File: config.mk
export PLATFORM = sky130hd
export DESIGN_NAME = lzc_norm_pipe_flat
export DESIGN_NICKNAME = d
export VERILOG_FILES = /design/src/rtl/lzc_norm_pkg.sv /design/src/rtl/lzc_norm_pipe_if.sv /design/src/rtl/lzc_tree.sv /design/src/rtl/lzc_norm_pipe.sv /design/src/flat_wrapper.sv
export SDC_FILE = /design/constraint.sdc
export NUM_CORES = 1
export LEC_CHECK = 0
export ABC_AREA = 1
export CORE_ASPECT_RATIO = 1.75
export CORE_UTILIZATION = 40
export DETAILED_ROUTE_END_ITERATION = 7
export SYNTH_ARGS = -nofsm -noshare
export SYNTH_HDL_FRONTEND = slang
export SYNTH_HIERARCHICAL = 1
export SYNTH_SLANG_ARGS = --single-unit
File: constraint.sdc
create_clock -name clk -period 1.6 [get_ports clk]
set_input_delay 0.4 -clock clk [delete_from_list [all_inputs] [get_ports clk]]
set_output_delay 0.4 -clock clk [all_outputs]
set_load 0.1 [all_outputs]
File: src/rtl/lzc_norm_pkg.sv
// lzc_norm_pkg: shared sizing helpers and payload layouts for the
// leading-zero count / normalise pipeline. Default sizes (32-bit operand,
// 4-bit tag) match the SRT divider datapath.
// Optional feature macro: LZC_NORM_SIGNED_EN (see lzc_norm_pipe.sv).
`timescale 1ns/1ps
package lzc_norm_pkg;

    // Ceiling log2, usable in constant expressions.
    function automatic int clog2(input int value);
        int r;
        r = 0;
        for (int v = value - 1; v > 0; v = v >> 1) begin
            r = r + 1;
        end
        return r;
    endfunction

    localparam int LZC_WIDTH = 32;
    localparam int LZC_TAG_W = 4;
    localparam int LZC_CNT_W = clog2(LZC_WIDTH);

    // S1 payload: operand, tag, counting mode and the count from the tree.
    typedef struct packed {
        logic [LZC_WIDTH-1:0] data;
        logic [LZC_TAG_W-1:0] tag;
        logic                 sgn;
        logic [LZC_CNT_W-1:0] cnt;
    } s1_pay_t;

    // S2 payload: everything the consumer sees on out_*.
    typedef struct packed {
        logic [LZC_WIDTH-1:0] norm;
        logic [LZC_CNT_W-1:0] cnt;
        logic                 zero;
        logic [LZC_TAG_W-1:0] tag;
    } s2_pay_t;

endpackage

File: src/rtl/lzc_norm_pipe_if.sv
// lzc_norm_pipe_if: operand-in / result-out handshake bundle.
// Both sides use valid/ready: a transfer happens on a rising clock edge
// where valid and ready are both high; a producer holds valid and its
// payload stable until that transfer.
// in_signed is only honoured when LZC_NORM_SIGNED_EN is defined.
`timescale 1ns/1ps
interface lzc_norm_pipe_if
    import lzc_norm_pkg::*;
#(
    parameter int WIDTH = LZC_WIDTH,
    parameter int TAG_W = LZC_TAG_W
);
    localparam int CNT_W = clog2(WIDTH);

    logic             in_valid;
    logic             in_ready;
    logic [WIDTH-1:0] in_data;
    logic             in_signed;
    logic [TAG_W-1:0] in_tag;

    logic             out_valid;
    logic             out_ready;
    logic [CNT_W-1:0] out_cnt;
    logic [WIDTH-1:0] out_norm;
    logic             out_zero;
    logic [TAG_W-1:0] out_tag;

    // Producer of operands / consumer of results.
    modport master (
        output in_valid, in_data, in_signed, in_tag, out_ready,
        input  in_ready, out_valid, out_cnt, out_norm, out_zero, out_tag
    );

    // The normaliser pipeline itself.
    modport slave (
        input  in_valid, in_data, in_signed, in_tag, out_ready,
        output in_ready, out_valid, out_cnt, out_norm, out_zero, out_tag
    );

endinterface

File: src/rtl/lzc_tree.sv
// lzc_tree: purely combinational leading-zero counter built as a recursive
// binary tree. Each node picks the low half's count (with the MSB set) when
// the high half is empty, otherwise the high half's count. An all-zero input
// yields cnt = WIDTH-1 and zero = 1. WIDTH must be a power of two >= 2.
`timescale 1ns/1ps
module lzc_tree
    import lzc_norm_pkg::*;
#(
    parameter  int WIDTH = 32,
    localparam int CNT_W = clog2(WIDTH)
) (
    input  logic [WIDTH-1:0] in_data,
    output logic [CNT_W-1:0] cnt,
    output logic             zero
);

    if (WIDTH == 2) begin : g_leaf
        // Two-bit leaf: count is 1 exactly when the upper bit is clear.
        assign zero = ~|in_data;
        assign cnt  = ~in_data[1];
    end else begin : g_node
        logic [CNT_W-2:0] cnt_hi;
        logic [CNT_W-2:0] cnt_lo;
        logic             zero_hi;
        logic             zero_lo;

        lzc_tree #(.WIDTH(WIDTH / 2)) u_hi (
            .in_data (in_data[WIDTH-1:WIDTH/2]),
            .cnt     (cnt_hi),
            .zero    (zero_hi)
        );

        lzc_tree #(.WIDTH(WIDTH / 2)) u_lo (
            .in_data (in_data[WIDTH/2-1:0]),
            .cnt     (cnt_lo),
            .zero    (zero_lo)
        );

        // Merge the two halves.
        assign zero = zero_hi & zero_lo;
        assign cnt  = zero_hi ? {1'b1, cnt_lo} : {1'b0, cnt_hi};
    end

endmodule

File: src/rtl/lzc_norm_pipe.sv
// lzc_norm_pipe: two-stage leading-zero count and normalise.
// S1 registers operand, tag, mode and count (count tree ahead of S1);
// S2 registers the barrel-shifted operand, count, zero flag and tag.
// Skid-free elastic pipeline: S2 loads when empty or drained, S1 loads when
// empty or S2 loads, so a full pipe still moves one operand per cycle.
// flush kills both stages on the next edge and blocks acceptance this cycle.
// Macro LZC_NORM_SIGNED_EN: when defined, in_signed selects counting of
// redundant sign bits per operand; when undefined in_signed is ignored.
`timescale 1ns/1ps
module lzc_norm_pipe
    import lzc_norm_pkg::*;
#(
    parameter int WIDTH = LZC_WIDTH,
    parameter int TAG_W = LZC_TAG_W
) (
    input  logic           clk,
    input  logic           rst_n,
    input  logic           flush,
    lzc_norm_pipe_if.slave bus
);

    localparam int CNT_W = clog2(WIDTH);
    localparam logic [CNT_W-1:0] CNT_MAX = CNT_W'(WIDTH - 1);

    typedef struct packed {
        logic [WIDTH-1:0] data;
        logic [TAG_W-1:0] tag;
`ifdef LZC_NORM_SIGNED_EN
        logic             sgn;
`endif
        logic [CNT_W-1:0] cnt;
    } s1_t;

    typedef struct packed {
        logic [WIDTH-1:0] norm;
        logic [CNT_W-1:0] cnt;
        logic             zero;
        logic [TAG_W-1:0] tag;
    } s2_t;

    logic             s1_valid_q, s1_valid_d;
    logic             s2_valid_q, s2_valid_d;
    s1_t              s1_q, s1_d;
    s2_t              s2_q, s2_d;

    logic             s2_load;
    logic             s1_load;
    logic             accept;
    logic [WIDTH-1:0] tree_in;
    logic [CNT_W-1:0] tree_cnt;
    logic             tree_zero;
    logic [CNT_W-1:0] cnt_in;
    logic             s1_zero;

`ifndef LZC_NORM_SIGNED_EN
    logic             unused_in_signed;
    assign unused_in_signed = bus.in_signed;
`endif

    // Tree operand: signed mode turns the sign-bit run into a zero run and
    // drops the sign bit itself, so the tree count is already run-length - 1.
    always_comb begin
        tree_in = bus.in_data;
`ifdef LZC_NORM_SIGNED_EN
        if (bus.in_signed) begin
            tree_in = (bus.in_data ^ {WIDTH{bus.in_data[WIDTH-1]}}) << 1;
        end
`endif
    end

    lzc_tree #(.WIDTH(WIDTH)) u_tree (
        .in_data (tree_in),
        .cnt     (tree_cnt),
        .zero    (tree_zero)
    );

    // Pin the degenerate count explicitly rather than relying on the tree's
    // empty-path encoding.
    assign cnt_in = tree_zero ? CNT_MAX : tree_cnt;

    // Handshake: S2 frees up when empty or drained; S1 when empty or moving.
    assign s2_load      = !s2_valid_q || bus.out_ready;
    assign s1_load      = !s1_valid_q || s2_load;
    assign bus.in_ready = s1_load && !flush;
    assign accept       = bus.in_valid && bus.in_ready;

    // Zero flag is derived from the registered operand in S2's input cone.
    always_comb begin
        s1_zero = (s1_q.data == '0);
`ifdef LZC_NORM_SIGNED_EN
        if (s1_q.sgn) begin
            s1_zero = (s1_q.data == {WIDTH{s1_q.data[WIDTH-1]}});
        end
`endif
    end

    // Next-state for both stages; data registers only move on a load.
    always_comb begin
        s1_valid_d = s1_valid_q;
        s2_valid_d = s2_valid_q;
        s1_d       = s1_q;
        s2_d       = s2_q;
        if (flush) begin
            s1_valid_d = 1'b0;
            s2_valid_d = 1'b0;
        end else begin
            if (s2_load) begin
                s2_valid_d = s1_valid_q;
                if (s1_valid_q) begin
                    s2_d.norm = s1_q.data << s1_q.cnt;
                    s2_d.cnt  = s1_q.cnt;
                    s2_d.zero = s1_zero;
                    s2_d.tag  = s1_q.tag;
                end
            end
            if (s1_load) begin
                s1_valid_d = accept;
                if (accept) begin
                    s1_d.data = bus.in_data;
                    s1_d.tag  = bus.in_tag;
`ifdef LZC_NORM_SIGNED_EN
                    s1_d.sgn  = bus.in_signed;
`endif
                    s1_d.cnt  = cnt_in;
                end
            end
        end
    end

    // Pipeline registers with asynchronous clear.
    always_ff @(posedge clk or negedge rst_n) begin
        if (!rst_n) begin
            s1_valid_q <= 1'b0;
            s2_valid_q <= 1'b0;
            s1_q       <= '0;
            s2_q       <= '0;
        end else begin
            s1_valid_q <= s1_valid_d;
            s2_valid_q <= s2_valid_d;
            s1_q       <= s1_d;
            s2_q       <= s2_d;
        end
    end

    assign bus.out_valid = s2_valid_q;
    assign bus.out_cnt   = s2_q.cnt;
    assign bus.out_norm  = s2_q.norm;
    assign bus.out_zero  = s2_q.zero;
    assign bus.out_tag   = s2_q.tag;

endmodule
File: src/flat_wrapper.sv
// flat-port wrapper written by rule: the top's interface ports become plain ports
module lzc_norm_pipe_flat import lzc_norm_pkg::*;
#(
    parameter int WIDTH = LZC_WIDTH,
    parameter int TAG_W = LZC_TAG_W
)
  (clk, rst_n, flush, bus_in_valid, bus_in_data, bus_in_signed, bus_in_tag, bus_out_ready, bus_in_ready, bus_out_valid, bus_out_cnt, bus_out_norm, bus_out_zero, bus_out_tag);
  lzc_norm_pipe_if #(.WIDTH(WIDTH), .TAG_W(TAG_W)) bus_i ();
  input  logic clk;
  input  logic rst_n;
  input  logic flush;
  input wire logic [$bits(bus_i.in_valid)-1:0] bus_in_valid;
  input wire logic [$bits(bus_i.in_data)-1:0] bus_in_data;
  input wire logic [$bits(bus_i.in_signed)-1:0] bus_in_signed;
  input wire logic [$bits(bus_i.in_tag)-1:0] bus_in_tag;
  input wire logic [$bits(bus_i.out_ready)-1:0] bus_out_ready;
  output wire logic [$bits(bus_i.in_ready)-1:0] bus_in_ready;
  output wire logic [$bits(bus_i.out_valid)-1:0] bus_out_valid;
  output wire logic [$bits(bus_i.out_cnt)-1:0] bus_out_cnt;
  output wire logic [$bits(bus_i.out_norm)-1:0] bus_out_norm;
  output wire logic [$bits(bus_i.out_zero)-1:0] bus_out_zero;
  output wire logic [$bits(bus_i.out_tag)-1:0] bus_out_tag;
  assign bus_i.in_valid = bus_in_valid;
  assign bus_i.in_data = bus_in_data;
  assign bus_i.in_signed = bus_in_signed;
  assign bus_i.in_tag = bus_in_tag;
  assign bus_i.out_ready = bus_out_ready;
  assign bus_in_ready = bus_i.in_ready;
  assign bus_out_valid = bus_i.out_valid;
  assign bus_out_cnt = bus_i.out_cnt;
  assign bus_out_norm = bus_i.out_norm;
  assign bus_out_zero = bus_i.out_zero;
  assign bus_out_tag = bus_i.out_tag;
  lzc_norm_pipe #(.WIDTH(WIDTH), .TAG_W(TAG_W)) u_core (.clk(clk), .rst_n(rst_n), .flush(flush), .bus(bus_i));
endmodule
==> run_summary.xml <==
<?xml version="1.0" encoding="UTF-8"?>
<metrics>
  <group name="run_status">
    <metric name="run_status" unit="">finished with violations</metric>
    <metric name="failed_checks" unit="">negative setup slack</metric>
  </group>
  <group name="timing">
    <metric name="finalCriticalPeriod" unit="ns">1.77</metric>
    <metric name="grt_setup_unrepaired" unit="">true</metric>
    <metric name="worst_clock_skew" unit="ns">0.0114</metric>
    <metric name="timing.final.setup_violations" unit="">42</metric>
    <metric name="timing_worst_slew_pin_value" unit="ns">0.460</metric>
    <metric name="setup_total_negative_slack" unit="ns">-3.83</metric>
    <metric name="post_layout_worst_setup_margin" unit="ns">-0.173</metric>
    <metric name="finalHoldViolCount" unit="">0</metric>
    <metric name="post-route-period-util" unit="%">111</metric>
    <metric name="maxSlewHeadroom" unit="%">69.3</metric>
    <metric name="max_clock_freq" unit="MHz">564</metric>
    <metric name="slew_violations" unit="">0</metric>
  </group>
  <group name="finish">
    <metric name="diodes" unit="">0</metric>
    <metric name="final_cell_mix" unit="">sky130_fd_sc_hd__nand2_1, sky130_fd_sc_hd__nand3_1, sky130_fd_sc_hd__buf_4</metric>
    <metric name="drive_gt1_share" unit="%">25.5</metric>
    <metric name="fin_area" unit="um^2">8350</metric>
    <metric name="finalCoreUtilization" unit="%">64.2</metric>
    <metric name="design.final.nets" unit="">1021</metric>
    <metric name="filler_cell_count" unit="">1122</metric>
    <metric name="stdcell_count" unit="">1155</metric>
    <metric name="area.growth.synth_to_final" unit="%">55.0</metric>
    <metric name="layout_commonest_cell" unit="">sky130_fd_sc_hd__nand2_1</metric>
  </group>
  <group name="global_routing">
    <metric name="grt_start_max_net_pins" unit="">86</metric>
    <metric name="grt_pass1_wl" unit="mm">28.8</metric>
    <metric name="antenna_found_initial" unit="">0</metric>
    <metric name="grt_util_all_layers" unit="%">26.1</metric>
    <metric name="grt_overflow" unit="">0</metric>
    <metric name="grt_pass1_vias" unit="">5864</metric>
  </group>
  <group name="synth">
    <metric name="yosysUniqueCellTypes" unit="">19</metric>
    <metric name="cells_after_synthesis" unit="">827</metric>
    <metric name="syn_area" unit="um^2">5390</metric>
    <metric name="synth.avg_cell_area" unit="um^2">6.51</metric>
    <metric name="ys_seq_elements" unit="">85</metric>
    <metric name="synth-seq-area-share" unit="%">39.5</metric>
    <metric name="synth_fp_nets" unit="">869</metric>
    <metric name="ys.warnings.count" unit="">6</metric>
  </group>
  <group name="setup_path">
    <metric name="timing.critical_path.slowest_stage_cell" unit="">sky130_fd_sc_hd__dfrtp_4</metric>
    <metric name="critPathCaptureType" unit="">output port</metric>
    <metric name="crit_path_max_incr_delay" unit="ns">0.49</metric>
    <metric name="critical_path.cell_chain" unit="">nand2_4 &gt; buf_6 &gt; nor2_4 &gt; inv_2 &gt; nand2_4 &gt; clkinvlp_4 &gt; buf_12</metric>
    <metric name="critical_path.most_common_cell" unit="">sky130_fd_sc_hd__nand2_4</metric>
    <metric name="worstSetupPathType" unit="">register to output port</metric>
    <metric name="worst-endpoint-required" unit="ns">1.20</metric>
    <metric name="cp_top_family" unit="">flip-flops</metric>
    <metric name="crit_buf_inv" unit="">4</metric>
    <metric name="crit_arrival" unit="ns">1.37</metric>
    <metric name="max_fo_critical_path" unit="">2</metric>
    <metric name="critPathLaunchType" unit="">register</metric>
  </group>
  <group name="clocking">
    <metric name="clk_path_buf_depth" unit="">2</metric>
    <metric name="ctsHoldBuffers" unit="">0</metric>
    <metric name="cts_htree_levels" unit="">3</metric>
    <metric name="cts_made_buffers" unit="">9</metric>
    <metric name="tritoncts" unit="">built</metric>
    <metric name="worstSkewPairLatency" unit="ns">0.34</metric>
    <metric name="cts_root_buf" unit="">sky130_fd_sc_hd__clkbuf_16</metric>
    <metric name="cts.sink_count" unit="">85</metric>
    <metric name="clock_transition_at_the_register_clock_pins_on_the_worst_setup_and_hold_paths_after_cts" unit="ns">0.06</metric>
  </group>
  <group name="drt">
    <metric name="wl" unit="mm">18.4</metric>
    <metric name="wire_per_inst" unit="um">16.0</metric>
    <metric name="num_vias" unit="">6061</metric>
    <metric name="drc_violations" unit="">0</metric>
    <metric name="routed_via_density" unit="">5.25</metric>
    <metric name="drt_iter0_markers" unit="">442</metric>
    <metric name="dr.pass1.iters" unit="">5</metric>
    <metric name="ant_nets" unit="">0</metric>
  </group>
  <group name="pwr">
    <metric name="share_seq_of_total_power" unit="%">28.0</metric>
    <metric name="power.total" unit="mW">10.8</metric>
    <metric name="p_sw_share" unit="%">45.0</metric>
    <metric name="intPower" unit="mW">5.93</metric>
    <metric name="power.combinational.fraction" unit="%">50.8</metric>
    <metric name="net-switching-power" unit="mW">4.84</metric>
    <metric name="worst_ir_drop_vdd" unit="uV">523</metric>
    <metric name="p_leak" unit="nW">4.38</metric>
    <metric name="clock_power_share" unit="%">21.2</metric>
    <metric name="power_density_relative_to_cell_area" unit="nW/um^2">1290</metric>
  </group>
  <group name="floorplan">
    <metric name="starting_density_of_the_core" unit="%">41.4</metric>
    <metric name="ios" unit="">86</metric>
    <metric name="core_area" unit="um^2">13000</metric>
    <metric name="die_height" unit="um">156</metric>
    <metric name="die_x" unit="um">89.7</metric>
    <metric name="core.rowCount" unit="">55</metric>
    <metric name="die_area" unit="um^2">14000</metric>
  </group>
  <group name="place">
    <metric name="dp_hpwl" unit="mm">13.7</metric>
    <metric name="placed_area" unit="um^2">7370</metric>
    <metric name="dpl.cell_count" unit="">1115</metric>
    <metric name="place_congestion" unit="">0.954</metric>
    <metric name="count_of_input_and_output_buffers" unit="">84</metric>
  </group>
  <group name="run">
    <metric name="maxCapViolCount" unit="">0</metric>
  </group>
  <group name="worst_hold_path">
    <metric name="min_path_type" unit="">input port to async pin</metric>
  </group>
</metrics>
## through the flow
step / hold WS, ns / setup WS [ns]
2_1_floorplan: 0.104 / -0.120
3_3_place_gp: 0.454 / -0.429
3_5_place_dp: 0.469 / -0.525
4_1_cts: 0.108 / -0.247
5_1_grt: 0.132 / -0.231
6_report: 0.0661 / -0.173
## cell usage after synthesis
master,number,share of area [%]
sky130_fd_sc_hd__buf_4,21,2.9
sky130_fd_sc_hd__nor2_2,1,0.12
sky130_fd_sc_hd__inv_2,12,0.84
sky130_fd_sc_hd__nor3_1,1,0.093
sky130_fd_sc_hd__o21ai_0,41,3.8
sky130_fd_sc_hd__dfrtp_1,85,39
sky130_fd_sc_hd__a22oi_1,1,0.14
sky130_fd_sc_hd__clkbuf_1,10,0.70
sky130_fd_sc_hd__nand4_1,8,0.93
sky130_fd_sc_hd__nor4_1,4,0.46
sky130_fd_sc_hd__inv_1,67,4.7
sky130_fd_sc_hd__buf_1,4,0.28
sky130_fd_sc_hd__nand2_1,300,21
sky130_fd_sc_hd__o21ai_1,3,0.28
sky130_fd_sc_hd__nor2_1,29,2.0
sky130_fd_sc_hd__nand3_1,213,20
sky130_fd_sc_hd__a21oi_1,3,0.28
sky130_fd_sc_hd__buf_2,23,2.1
sky130_fd_sc_hd__a22o_1,1,0.16
## registers in the layout, indices dropped and copies added (netlist names)
| name | flops |
|---|---|
| u_core/s1_q | 41 |
| u_core/bus.out_zero | 1 |
| u_core/bus.out_tag | 4 |
| u_core/bus.out_valid | 1 |
| u_core/s1_valid_q | 1 |
| u_core/bus.out_cnt | 5 |
| u_core/bus.out_norm | 32 |
## cell type report
cell class                 count  area (um^2)  share of cell area [%]
tap                          171          214                    2.56
clock inverter                 6         93.8                    1.12
clock buffer                  10          239                    2.86
timing repair buffer         199         2510                    30.1
inverter                      79          324                    3.88
sequential                    85         2130                    25.5
multi-input combinational    605         2840                    34.0
## worst register-to-register path, cell delays in order (launching register included)
cell	delay [ns]
sky130_fd_sc_hd__dfrtp_4	0.49
sky130_fd_sc_hd__nand2_4	0.07
sky130_fd_sc_hd__buf_6	0.10
sky130_fd_sc_hd__nor2_4	0.03
sky130_fd_sc_hd__inv_2	0.07
sky130_fd_sc_hd__nand2_4	0.05
sky130_fd_sc_hd__buf_4	0.14
sky130_fd_sc_hd__nor2_4	0.23
sky130_fd_sc_hd__buf_12	0.15
sky130_fd_sc_hd__clkbuf_16	0.13
sky130_fd_sc_hd__buf_4	0.10
sky130_fd_sc_hd__o21ai_1	0.05
sky130_fd_sc_hd__o21ai_1	0.08
## per-layer routing
layer	up-vias	GRT usage, %	wire length, um
met3	44	2.58	471
met5	-	0	0
met1	2868	28.8	7110
met4	0	13.9	854
met2	171	48.8	10000
li1	2978	-	-
## worst paths after layout
check / startpoint / endpoint / slack (ns) / depth (start not counted)
setup / recovery: u_core/bus.out_valid / bus_in_ready / -0.17 / 7
hold / removal: rst_n / u_core/bus.out_norm[26] / 0.07 / 2
setup reg to reg: u_core/bus.out_valid / u_core/s1_q[1] / -0.15 / 12
hold reg to reg: u_core/s1_q[7] / u_core/s1_q[7] / 0.52 / 2
max in group asynchronous: rst_n / u_core/s1_q[0] / 1.14 / 2
min in group clk: bus_in_data[28] / u_core/s1_q[37] / 0.34 / 3
## power groups by stage
stage / sequential [mW] / combinational, mW / clock, mW
CTS: 3.01 / 5.34 / 2.33
global route: 3.07 / 5.75 / 2.40
finish: 3.02 / 5.48 / 2.28
floorplan: 4.90 / 1.27 / 0
global placement: 3.03 / 5.28 / 0
detailed placement: 3.04 / 5.30 / 0
## repair_timing
item / CTS / global route
gates resized for setup: 35 / 116
buffers inserted: 13 / 9
pin swaps: 8 / 24
endpoints found under the setup margin: 26 / 80
cloned: 1 / 7
## logic make-up (layout without fill, tap and decap cells)
kind of cell / after synthesis / after routing / share of synthesized area [%]
AND/OR/NAND/NOR: 556 / 556 / 44.3
flip-flops: 85 / 85 / 39.5
buffers and inverters: 137 / 294 / 11.5
AO/OA/AOI/OAI: 49 / 49 / 4.67
Power figures use the tool's default switching activity.
